$ cat config.mk
export PLATFORM = sky130hd
export DESIGN_NAME = fu_issue_ctl
export DESIGN_NICKNAME = d
export VERILOG_FILES = /design/src/rtl/fu_issue_pkg.sv /design/src/rtl/fu_tag_fifo.sv /design/src/rtl/fu_issue_ctl.sv
export SDC_FILE = /design/constraint.sdc
export NUM_CORES = 1
export LEC_CHECK = 0
export ABC_CLOCK_PERIOD_IN_PS = 5400
export BUFFER_PORTS_ARGS = -buffer_cell sky130_fd_sc_hd__buf_2
export CAP_MARGIN = 20
export CORE_AREA = 2 2 311 313
export CTS_CLUSTER_DIAMETER = 150
export DETAILED_ROUTE_END_ITERATION = 8
export DIE_AREA = 0 0 313 315
export GPL_TIMING_DRIVEN = 1
export PLACE_DENSITY_LB_ADDON = 0.2
export SETUP_SLACK_MARGIN = 0.1
export SYNTH_ARGS = -nofsm -noshare
export SYNTH_HDL_FRONTEND = slang
export SYNTH_HIERARCHICAL = 1
export SYNTH_SLANG_ARGS = --single-unit
$ cat constraint.sdc
create_clock -name phi -period 5.4 [get_ports phi]
set_input_delay 1.35 -clock phi [delete_from_list [all_inputs] [get_ports phi]]
set_output_delay 1.35 -clock phi [all_outputs]
set_load 0.01 [all_outputs]
$ cat src/rtl/fu_issue_pkg.sv
`default_nettype none
// ============================================================================
// Module      : fu_issue_pkg
// Description : Shared constants for the functional-unit issue controller.
//               Holds the default lane geometry, the opcode width shared with
//               FpuBasic/FpuMultDiv, the tag width, the outstanding-op depth
//               and the statistics counter width.
// Revision    : 1.0 - initial release
// ============================================================================
package fu_issue_pkg;

  localparam int C_LANE_W = 32;  // bits per lane
  localparam int C_LANES  = 4;   // lanes per operand/result bus
  localparam int C_OPW    = 6;   // opcode width, common to all FP/int units
  localparam int C_TW     = 5;   // tag width (opaque destination id)
  localparam int C_DEPTH  = 8;   // max outstanding operations, power of two
  localparam int C_STAT_W = 32;  // statistics counter width

endpackage : fu_issue_pkg
`default_nettype wire

$ cat src/rtl/fu_tag_fifo.sv
`default_nettype none
// ============================================================================
// Module      : fu_tag_fifo
// Description : W x DEPTH synchronous FIFO holding issue tags in order.
//               Pointers carry one extra wrap bit so full and empty are
//               distinguished without a separate counter.
// Ports       : i_clk    clock (rising edge)
//               i_rst    asynchronous active-high reset (pointers to 0)
//               i_push   write i_din at the tail (ignored when full)
//               i_din    tag to write
//               i_pop    advance the head (ignored when empty)
//               o_head   tag at the head
//               o_full   DEPTH entries held
//               o_empty  no entries held
//               o_count  number of entries held
// Revision    : 1.0 - initial release
// ============================================================================
module fu_tag_fifo #(
  parameter int W     = 5,
  parameter int DEPTH = 8
) (
  input  logic                     i_clk,
  input  logic                     i_rst,
  input  logic                     i_push,
  input  logic [W-1:0]             i_din,
  input  logic                     i_pop,
  output logic [W-1:0]             o_head,
  output logic                     o_full,
  output logic                     o_empty,
  output logic [$clog2(DEPTH):0]   o_count
);

  localparam int AW = $clog2(DEPTH);

  logic [W-1:0] r_mem [DEPTH];
  logic [AW:0]  r_wptr;
  logic [AW:0]  r_rptr;
  logic [AW:0]  w_count;
  logic         w_do_push;
  logic         w_do_pop;

  assign w_count   = r_wptr - r_rptr;
  assign o_count   = w_count;
  assign o_full    = (w_count == (AW+1)'(DEPTH));
  assign o_empty   = (r_wptr == r_rptr);
  assign o_head    = r_mem[r_rptr[AW-1:0]];

  // Protect the pointers against a misbehaving caller.
  assign w_do_push = i_push & ~o_full;
  assign w_do_pop  = i_pop & ~o_empty;

  // Storage needs no reset: an entry is only read after it has been written.
  always_ff @(posedge i_clk) begin
    if (w_do_push) begin
      r_mem[r_wptr[AW-1:0]] <= i_din;
    end
  end

  always_ff @(posedge i_clk or posedge i_rst) begin
    if (i_rst) begin
      r_wptr <= '0;
      r_rptr <= '0;
    end else begin
      if (w_do_push) begin
        r_wptr <= r_wptr + 1'b1;
      end
      if (w_do_pop) begin
        r_rptr <= r_rptr + 1'b1;
      end
    end
  end

endmodule : fu_tag_fifo
`default_nettype wire

$ cat src/rtl/fu_issue_ctl.sv
`default_nettype none
// ============================================================================
// Module      : fu_issue_ctl
// Description : Core-side initiator for a long-latency functional unit.
//               Forwards accepted requests straight to the unit, tracks
//               outstanding tags in issue order and returns each in-order
//               result with its tag through a one-entry registered buffer
//               with back-pressure. A full buffer that writeback is not
//               taking stalls both issue and the unit pipeline.
// Ports       : phi/rst                       clock, async active-high reset
//               req_valid/ready/opcode/a/b/tag  request from issue stage
//               unit_valid/opcode/a/b/stall     to the functional unit
//               unit_finish/unit_res            from the functional unit
//               wb_valid/ready/tag/res          result to writeback
//               err                             sticky spurious-finish flag
//               busy                            work outstanding or buffered
// Option      : FU_ISSUE_STATS_EN adds saturating counters stat_issued,
//               stat_done and stat_stall.
// Revision    : 1.0 - initial release
// ============================================================================
module fu_issue_ctl
  import fu_issue_pkg::*;
#(
  parameter int N     = C_LANE_W,
  parameter int L     = C_LANES,
  parameter int OPW   = C_OPW,
  parameter int TW    = C_TW,
  parameter int DEPTH = C_DEPTH
) (
  input  logic               phi,
  input  logic               rst,
  input  logic               req_valid,
  output logic               req_ready,
  input  logic [OPW-1:0]     req_opcode,
  input  logic [N*L-1:0]     req_a,
  input  logic [N*L-1:0]     req_b,
  input  logic [TW-1:0]      req_tag,
  output logic               unit_valid,
  output logic [OPW-1:0]     unit_opcode,
  output logic [N*L-1:0]     unit_a,
  output logic [N*L-1:0]     unit_b,
  output logic               unit_stall,
  input  logic               unit_finish,
  input  logic [N*L-1:0]     unit_res,
  output logic               wb_valid,
  input  logic               wb_ready,
  output logic [TW-1:0]      wb_tag,
  output logic [N*L-1:0]     wb_res,
  output logic               err,
  output logic               busy
`ifdef FU_ISSUE_STATS_EN
  ,
  output logic [C_STAT_W-1:0] stat_issued,
  output logic [C_STAT_W-1:0] stat_done,
  output logic [C_STAT_W-1:0] stat_stall
`endif
);

  localparam int AW = $clog2(DEPTH);

  logic               w_stall;
  logic               w_issue;
  logic               w_finish_ok;
  logic               w_capture;
  logic               w_spurious;
  logic               w_fifo_full;
  logic               w_fifo_empty;
  logic [TW-1:0]      w_head_tag;
  logic [AW:0]        w_fifo_count;

  logic               r_wb_full;
  logic [TW-1:0]      r_wb_tag;
  logic [N*L-1:0]     r_wb_res;
  logic               r_err;

  // A held result that writeback is not taking freezes everything upstream.
  assign w_stall     = r_wb_full & ~wb_ready;
  // Full ignores a same-cycle pop so occupancy can never exceed DEPTH.
  assign req_ready   = ~w_stall & ~w_fifo_full;
  assign w_issue     = req_valid & req_ready;

  assign unit_valid  = w_issue;
  assign unit_opcode = req_opcode;
  assign unit_a      = req_a;
  assign unit_b      = req_b;
  assign unit_stall  = w_stall;

  // The unit completes in order, so every accepted finish belongs to the head.
  assign w_finish_ok = unit_finish & ~w_stall;
  assign w_capture   = w_finish_ok & ~w_fifo_empty;
  assign w_spurious  = w_finish_ok & w_fifo_empty;

  fu_tag_fifo #(
    .W     (TW),
    .DEPTH (DEPTH)
  ) u_tag_fifo (
    .i_clk   (phi),
    .i_rst   (rst),
    .i_push  (w_issue),
    .i_din   (req_tag),
    .i_pop   (w_capture),
    .o_head  (w_head_tag),
    .o_full  (w_fifo_full),
    .o_empty (w_fifo_empty),
    .o_count (w_fifo_count)
  );

  // Capture takes priority over drain: a drain and capture in the same cycle
  // reloads the buffer and keeps it full, giving one result per cycle.
  always_ff @(posedge phi or posedge rst) begin
    if (rst) begin
      r_wb_full <= 1'b0;
      r_wb_tag  <= '0;
      r_wb_res  <= '0;
    end else if (w_capture) begin
      r_wb_full <= 1'b1;
      r_wb_tag  <= w_head_tag;
      r_wb_res  <= unit_res;
    end else if (r_wb_full && wb_ready) begin
      r_wb_full <= 1'b0;
    end
  end

  always_ff @(posedge phi or posedge rst) begin
    if (rst) begin
      r_err <= 1'b0;
    end else if (w_spurious) begin
      r_err <= 1'b1;
    end
  end

  assign wb_valid = r_wb_full;
  assign wb_tag   = r_wb_tag;
  assign wb_res   = r_wb_res;
  assign err      = r_err;
  assign busy     = (w_fifo_count != '0) | r_wb_full;

`ifdef FU_ISSUE_STATS_EN
  logic [C_STAT_W-1:0] r_stat_issued;
  logic [C_STAT_W-1:0] r_stat_done;
  logic [C_STAT_W-1:0] r_stat_stall;

  // All three counters saturate at all-ones rather than wrapping.
  always_ff @(posedge phi or posedge rst) begin
    if (rst) begin
      r_stat_issued <= '0;
      r_stat_done   <= '0;
      r_stat_stall  <= '0;
    end else begin
      if (w_issue && (r_stat_issued != '1)) begin
        r_stat_issued <= r_stat_issued + 1'b1;
      end
      if (w_capture && (r_stat_done != '1)) begin
        r_stat_done <= r_stat_done + 1'b1;
      end
      if (w_stall && (r_stat_stall != '1)) begin
        r_stat_stall <= r_stat_stall + 1'b1;
      end
    end
  end

  assign stat_issued = r_stat_issued;
  assign stat_done   = r_stat_done;
  assign stat_stall  = r_stat_stall;
`endif

endmodule : fu_issue_ctl
`default_nettype wire

==> results.toml, run 1 <==
[timing]
setup_viol = 0
fin_worst_skew_ps = 17.6
maxSlewViolCount = 0
whs_ps = 481
min_period_ps = 4800
slew_headroom_pct = 38.2
fin_tns_setup_ps = 0
fmax_mhz = 209
hold_viol = 0
finalCritPeriodShare_pct = 88.8
rsz0062_at_grt = "false"
tightest_slew_ps = 920
setup_slack_ps = 605

[synthesis]
synth-seq-cells = 183
syn_nets = 1094
synthArstFlopShare_pct = 78.1
yosysUniqueCellTypes = 42
syn_area_um2 = 9450
synth_edf_count = 40
synth_top_flop_cell = "dfrtp_1"
syn_area_per_cell_um2 = 13.7
synth_seq_area_share_pct = 50.6
synth_cells = 688
synth.yosys.warnings = 6

[grt]
antenna_found_initial = 6
first_global_vias = 5545
grt.total_usage_pct = 6.44
grt_remaining_overflow = 0
grt_max_degree = 76
grt_pass1_wl_um = 43600

[cells_and_area]
layout_commonest_cell = "buf_2"
diodes = 0
nFillCells = 10900
drive_gt1_share_pct = 65.6
final_core_util_pct = 11.4
areaGrowthSynthToFinish_pct = 15.6
final_cell_mix = "buf_2 (276), dfrtp_1 (143), mux2_2 (74), mux2_4 (60), edfxtp_1 (40)"
layout.nets = 1117

[setup_path]
critPathMaxStageDelay_ps = 750
crit_fanout = 13
crit_chain = "inv_1 -> fa_1 -> xor2_1 -> or3_4 -> nor3_4 -> nor2_1 -> and2_1 -> buf_2"
startpoint_type = "flip-flop"
cp.required_ps = 4050
crit_arrival_ps = 3450
cp-end-kind = "output port"
crit_slowest_cell = "dfrtp_1"
crit_type = "flip-flop to output port"

[clocking]
cts.repair.resized = 0
cts_buffers = 17
cts.clk_slew.worst_paths_ps = 80
cts_tree = "yes"
clk_latency_ps = 490
clock-sinks = 183
ctsRootBufferMaster = "clkbuf_16"
clk_path_buf_depth = 2
cts_setup_buffers = 0
cts_hold_buf = 0
htree_num_levels = 4

[routing]
drt-total-wl_um = 32500
vias = 5060
drc = 0
wl_per_cell_um = 16.3
dr.pass1.iters = 4
via_per_inst = 2.53
drtIter0Drc = 206
ant_nets = 0

[run_status]
status = "complete, no violations"

[placed_design]
gp_congestion = 0.666
hpwl_um = 25200
io_buffers = 276
dp_slack_ps = 1090

[floorplanning]
dieArea_um2 = 98600
die_y_um = 315
ios = 801
dieWidth_um = 313
row_count = 114
initial_core_util_pct = 9.88
core_area_um2 = 95700

[power]
p_leak_nw = 4.50
p_total_mw = 6.24
peakVddDrop_uv = 195
power_density_nw_per_um2 = 571

[run]
cap_violations = 0

[hold_path]
hp-class = "flip-flop to flip-flop"
-- cell families after synthesis --
| logic type | synth area share [%] |
|---|---|
| compound gates | 0.913 |
| xor+xnor | 0.649 |
| fa+ha+maj | 0.874 |
| buf+inv | 23.0 |
| flops | 50.6 |
| mux | 20.7 |
| simple gates | 3.23 |
-- state kept, by name, summed over array words and instances (netlist names) --
name and cells:
wb_res 128, wb_valid 1, u_tag_fifo/r_rptr 4, u_tag_fifo/r_wptr 4
err 1, wb_tag 5, u_tag_fifo/r_mem 40
-- final timing paths --
path                                      startpoint                endpoint  slack, ps  depth (start not counted)
worst max-delay path            u_tag_fifo/r_rptr[1]              unit_valid        600                          8
worst min-delay path                             err                     err        480                          1
worst max register to register  u_tag_fifo/r_rptr[1]  u_tag_fifo/r_mem[4][1]       1660                          9
worst min register to register                   err                     err        480                          1
max in group asynchronous                        rst              wb_res[22]       3570                          3
min in group asynchronous                        rst    u_tag_fifo/r_wptr[3]        870                          2
-- area by class of cell --
cell class                 count  area [µm²]  area share, %
clock buffer                  17         425           3.89
clock inverter                15         139           1.27
inverter                       9        41.3          0.378
multi-input combinational    216        2490           22.8
sequential                   183        4780           43.7
tap                         1276        1600           14.6
timing repair buffer         284        1450           13.3
-- power by group --
part | internal (mW) | switching [mW]
Sequential | 2.01 | 0.340
Combinational | 1.29 | 1.31
Clock | 0.608 | 0.680
-- stage by stage --
step / instances / cell area (µm²)
after CTS: 2000 / 10900
after floorplan: 688 / 9450
final: 2000 / 10900
after detailed placement: 1968 / 10400
after global routing: 2000 / 10900
after global placement: 1968 / 10400
-- routing by layer --
metal  global-route usage (%)  up-vias  share of wire, %
li1                         -     2111                 -
met1                     6.87     2440                37
met2                     9.07      368                44
met3                     4.24      137                13
met4                     4.62        4               5.5
met5                    0.338        -              0.18
-- worst max-delay path, delay by kind of cell (launching register included) --
family / cells / cell delay, ps
flops: 1 / 750
simple gates: 4 / 1210
buf+inv: 2 / 370
fa+ha+maj: 1 / 440
xor+xnor: 1 / 170
-- Yosys cell counts, types with 3 or more instances --
| master | instances | share of area (%) |
|---|---|---|
| ha_1 | 5 | 0.66 |
| mux2_2 | 74 | 8.8 |
| nor2_1 | 5 | 0.20 |
| nand2_1 | 22 | 0.87 |
| inv_1 | 7 | 0.28 |
| buf_8 | 7 | 1.1 |
| mux2_4 | 60 | 9.5 |
| xor2_1 | 3 | 0.28 |
| nor3_1 | 4 | 0.21 |
| mux4_2 | 10 | 2.4 |
| edfxtp_1 | 40 | 13 |
| dfrtp_1 | 143 | 38 |
| buf_4 | 269 | 21 |
| xnor2_1 | 4 | 0.37 |
Note: power is estimated with default switching activity, not from simulation.
==> inputs of run 2 (changes only) <==
--- a/config.mk
+++ b/config.mk
@@ -14,7 +14,9 @@
 export DIE_AREA = 0 0 313 315
 export GPL_TIMING_DRIVEN = 1
 export PLACE_DENSITY_LB_ADDON = 0.2
+export RECOVER_POWER = 100
 export SETUP_SLACK_MARGIN = 0.1
+export SKIP_LAST_GASP = 1
 export SYNTH_ARGS = -nofsm -noshare
 export SYNTH_HDL_FRONTEND = slang
 export SYNTH_HIERARCHICAL = 1
==> run 2 against run 1 <==
The run now ends with max-capacitance violations, max-slew violations left. Core utilization down 0.48 points. Register-to-register slack worse by 830 ps. Clock skew decreased by 2.4 ps. Die area unchanged. Maximum frequency shrank 0.73%. Non-clock buffer count unchanged. Wire length is 0.77% lower. Clock power about the same. Critical path type unchanged.
==> results.toml, run 2 (synthesis gave the netlist of run 1 again) <==
[cells_and_area]
final_cell_mix = "clkbuf_1 (148), dfrtp_1 (143), buf_2 (132), mux2_2 (74), mux2_1 (54)"
layout_commonest_cell = "clkbuf_1"
final_area_um2 = 10500
final_core_util_pct = 10.9
drive_gt1_share_pct = 36.7
layout.nets = 1117
final_cells = 2003
largest_register_ffs = 128
areaGrowthSynthToFinish_pct = 10.8

[setup_path]
path_buf_inv = 2
crit_arrival_ps = 3480
cp_top_family = "simple AND/OR/NAND/NOR gates"
critPathMaxStageDelay_ps = 750
cp-end-kind = "output port"
crit_fanout = 13
cp.required_ps = 4050
crit_type = "flip-flop to output port"
crit_chain = "inv_1 -> fa_1 -> xor2_1 -> or3_1 -> nor3_4 -> nor2_1 -> and2_0 -> clkbuf_1"
startpoint_type = "flip-flop"
startpoint = "u_tag_fifo/r_rptr[1]"
r2r-start = "u_tag_fifo/r_rptr[1]"
crit_slowest_cell = "dfrtp_1"

[placed_design]
hpwl_um = 25200
dp.cells = 1968
place_area_um2 = 10400
gp_congestion = 0.666
io_buffers = 276

[floorplanning]
dieArea_um2 = 98600
dieWidth_um = 313
ios = 801
row_count = 114
initial_core_util_pct = 9.88
core_area_um2 = 95700
die_y_um = 315

[grt]
met1_usage_pct = 6.87
first_global_vias = 5545
use_met2_pct = 9.07
grt_busiest_layer = "met2"
grt.total_usage_pct = 6.44
grt_max_degree = 76
met3_usage_pct = 4.24
grt_remaining_overflow = 0
antenna_found_initial = 9
grt_pass1_wl_um = 43600

[clocking]
clk_path_buf_depth = 2
ctsRootBufferMaster = "clkbuf_16"
clk_latency_ps = 490
cts_hold_buf = 0
cts.repair.resized = 0
cts.clk_slew.worst_paths_ps = 80
cts_tree = "yes"
cts_setup_buffers = 0
cts_buffers = 17
htree_num_levels = 4
clock-sinks = 183

[power]
peakVddDrop_uv = 178
p_leak_nw = 3.87
power_density_nw_per_um2 = 558

[hold_path]
hp-class = "flip-flop to flip-flop"
holdCritStartpoint = "err"

[timing]
slew_headroom_pct = -101
fin_tns_setup_ps = 0
min_period_ps = 4830
rsz0062_at_grt = "false"
setup_viol = 0
maxSlewViolCount = 169
fin_worst_skew_ps = 15.1
whs_ps = 489
fmax_mhz = 207
finalCritPeriodShare_pct = 89.4
tightest_slew_ps = 3010
hold_viol = 0

[routing]
dr.pass1.iters = 4
drtIter0Drc = 174
drc = 0
ant_nets = 0
via_per_inst = 2.53
drt-total-wl_um = 32300
wl_per_cell_um = 16.1
vias = 5060

[run_status]
status = "finished with violations"
violations = "max-capacitance violations, max-slew violations"

[run]
cap_violations = 3
## run 2: changes by cell type in the layout (fill, tap and decap cells not counted), sizes merged
cell    delta
clkbuf   +151
diode      +3
buf      -151
## run 2: report_power, final
| group | switching (mW) | leakage, nW | total (mW) | internal (mW) |
|---|---|---|---|---|
| combinational | 1.26 | 1.57 | 2.21 | 0.947 |
| clock | 0.678 | 0.267 | 1.29 | 0.608 |
| sequential | 0.339 | 2.04 | 2.34 | 2.01 |
## run 2: path summary, 6_finish.rpt
path                       depth (start not counted)              endpoint  slack (ps)
min                                                1                   err         490
min reg2reg                                        1                   err         490
max                                                8            unit_valid         570
max reg2reg                                        8           wb_res[113]         830
max in group asynchronous                          3            wb_res[38]        1260
min in group asynchronous                          2  u_tag_fifo/r_wptr[3]         820
## run 2: cell type report
cell class,count,area (µm²)
clock buffer,17,425
antenna,3,7.51
tap,1276,1600
clock inverter,15,139
sequential,183,4780
timing repair buffer,284,1240
fill,11000,85200
inverter,9,36.3
multi-input combinational,216,2250
## run 2: per-layer routing
metal,part of all wire [%],wire [µm]
met1,36,11800
met2,44,14300
met3,14,4370
met4,5.5,1780
met5,0.19,62
## run 2: per-stage QoR
| stage | power (mW) | setup WS, ps |
|---|---|---|
| 2_1_floorplan | 4.21 | 439 |
| 3_3_place_gp | 5.08 | 1140 |
| 3_5_place_dp | 5.08 | 1090 |
| 4_1_cts | 6.47 | 484 |
| 5_1_grt | 6.32 | 309 |
| 6_report | 5.84 | 570 |
## run 2: worst reg2reg max path, stage by stage, from the launching register on
cell      delay, ps
dfrtp_1         750
inv_1           190
ha_1            330
nand3_1         130
nor2_1           90
nand2b_1        250
nor2_8          610
clkbuf_2       1580
mux2_2          530
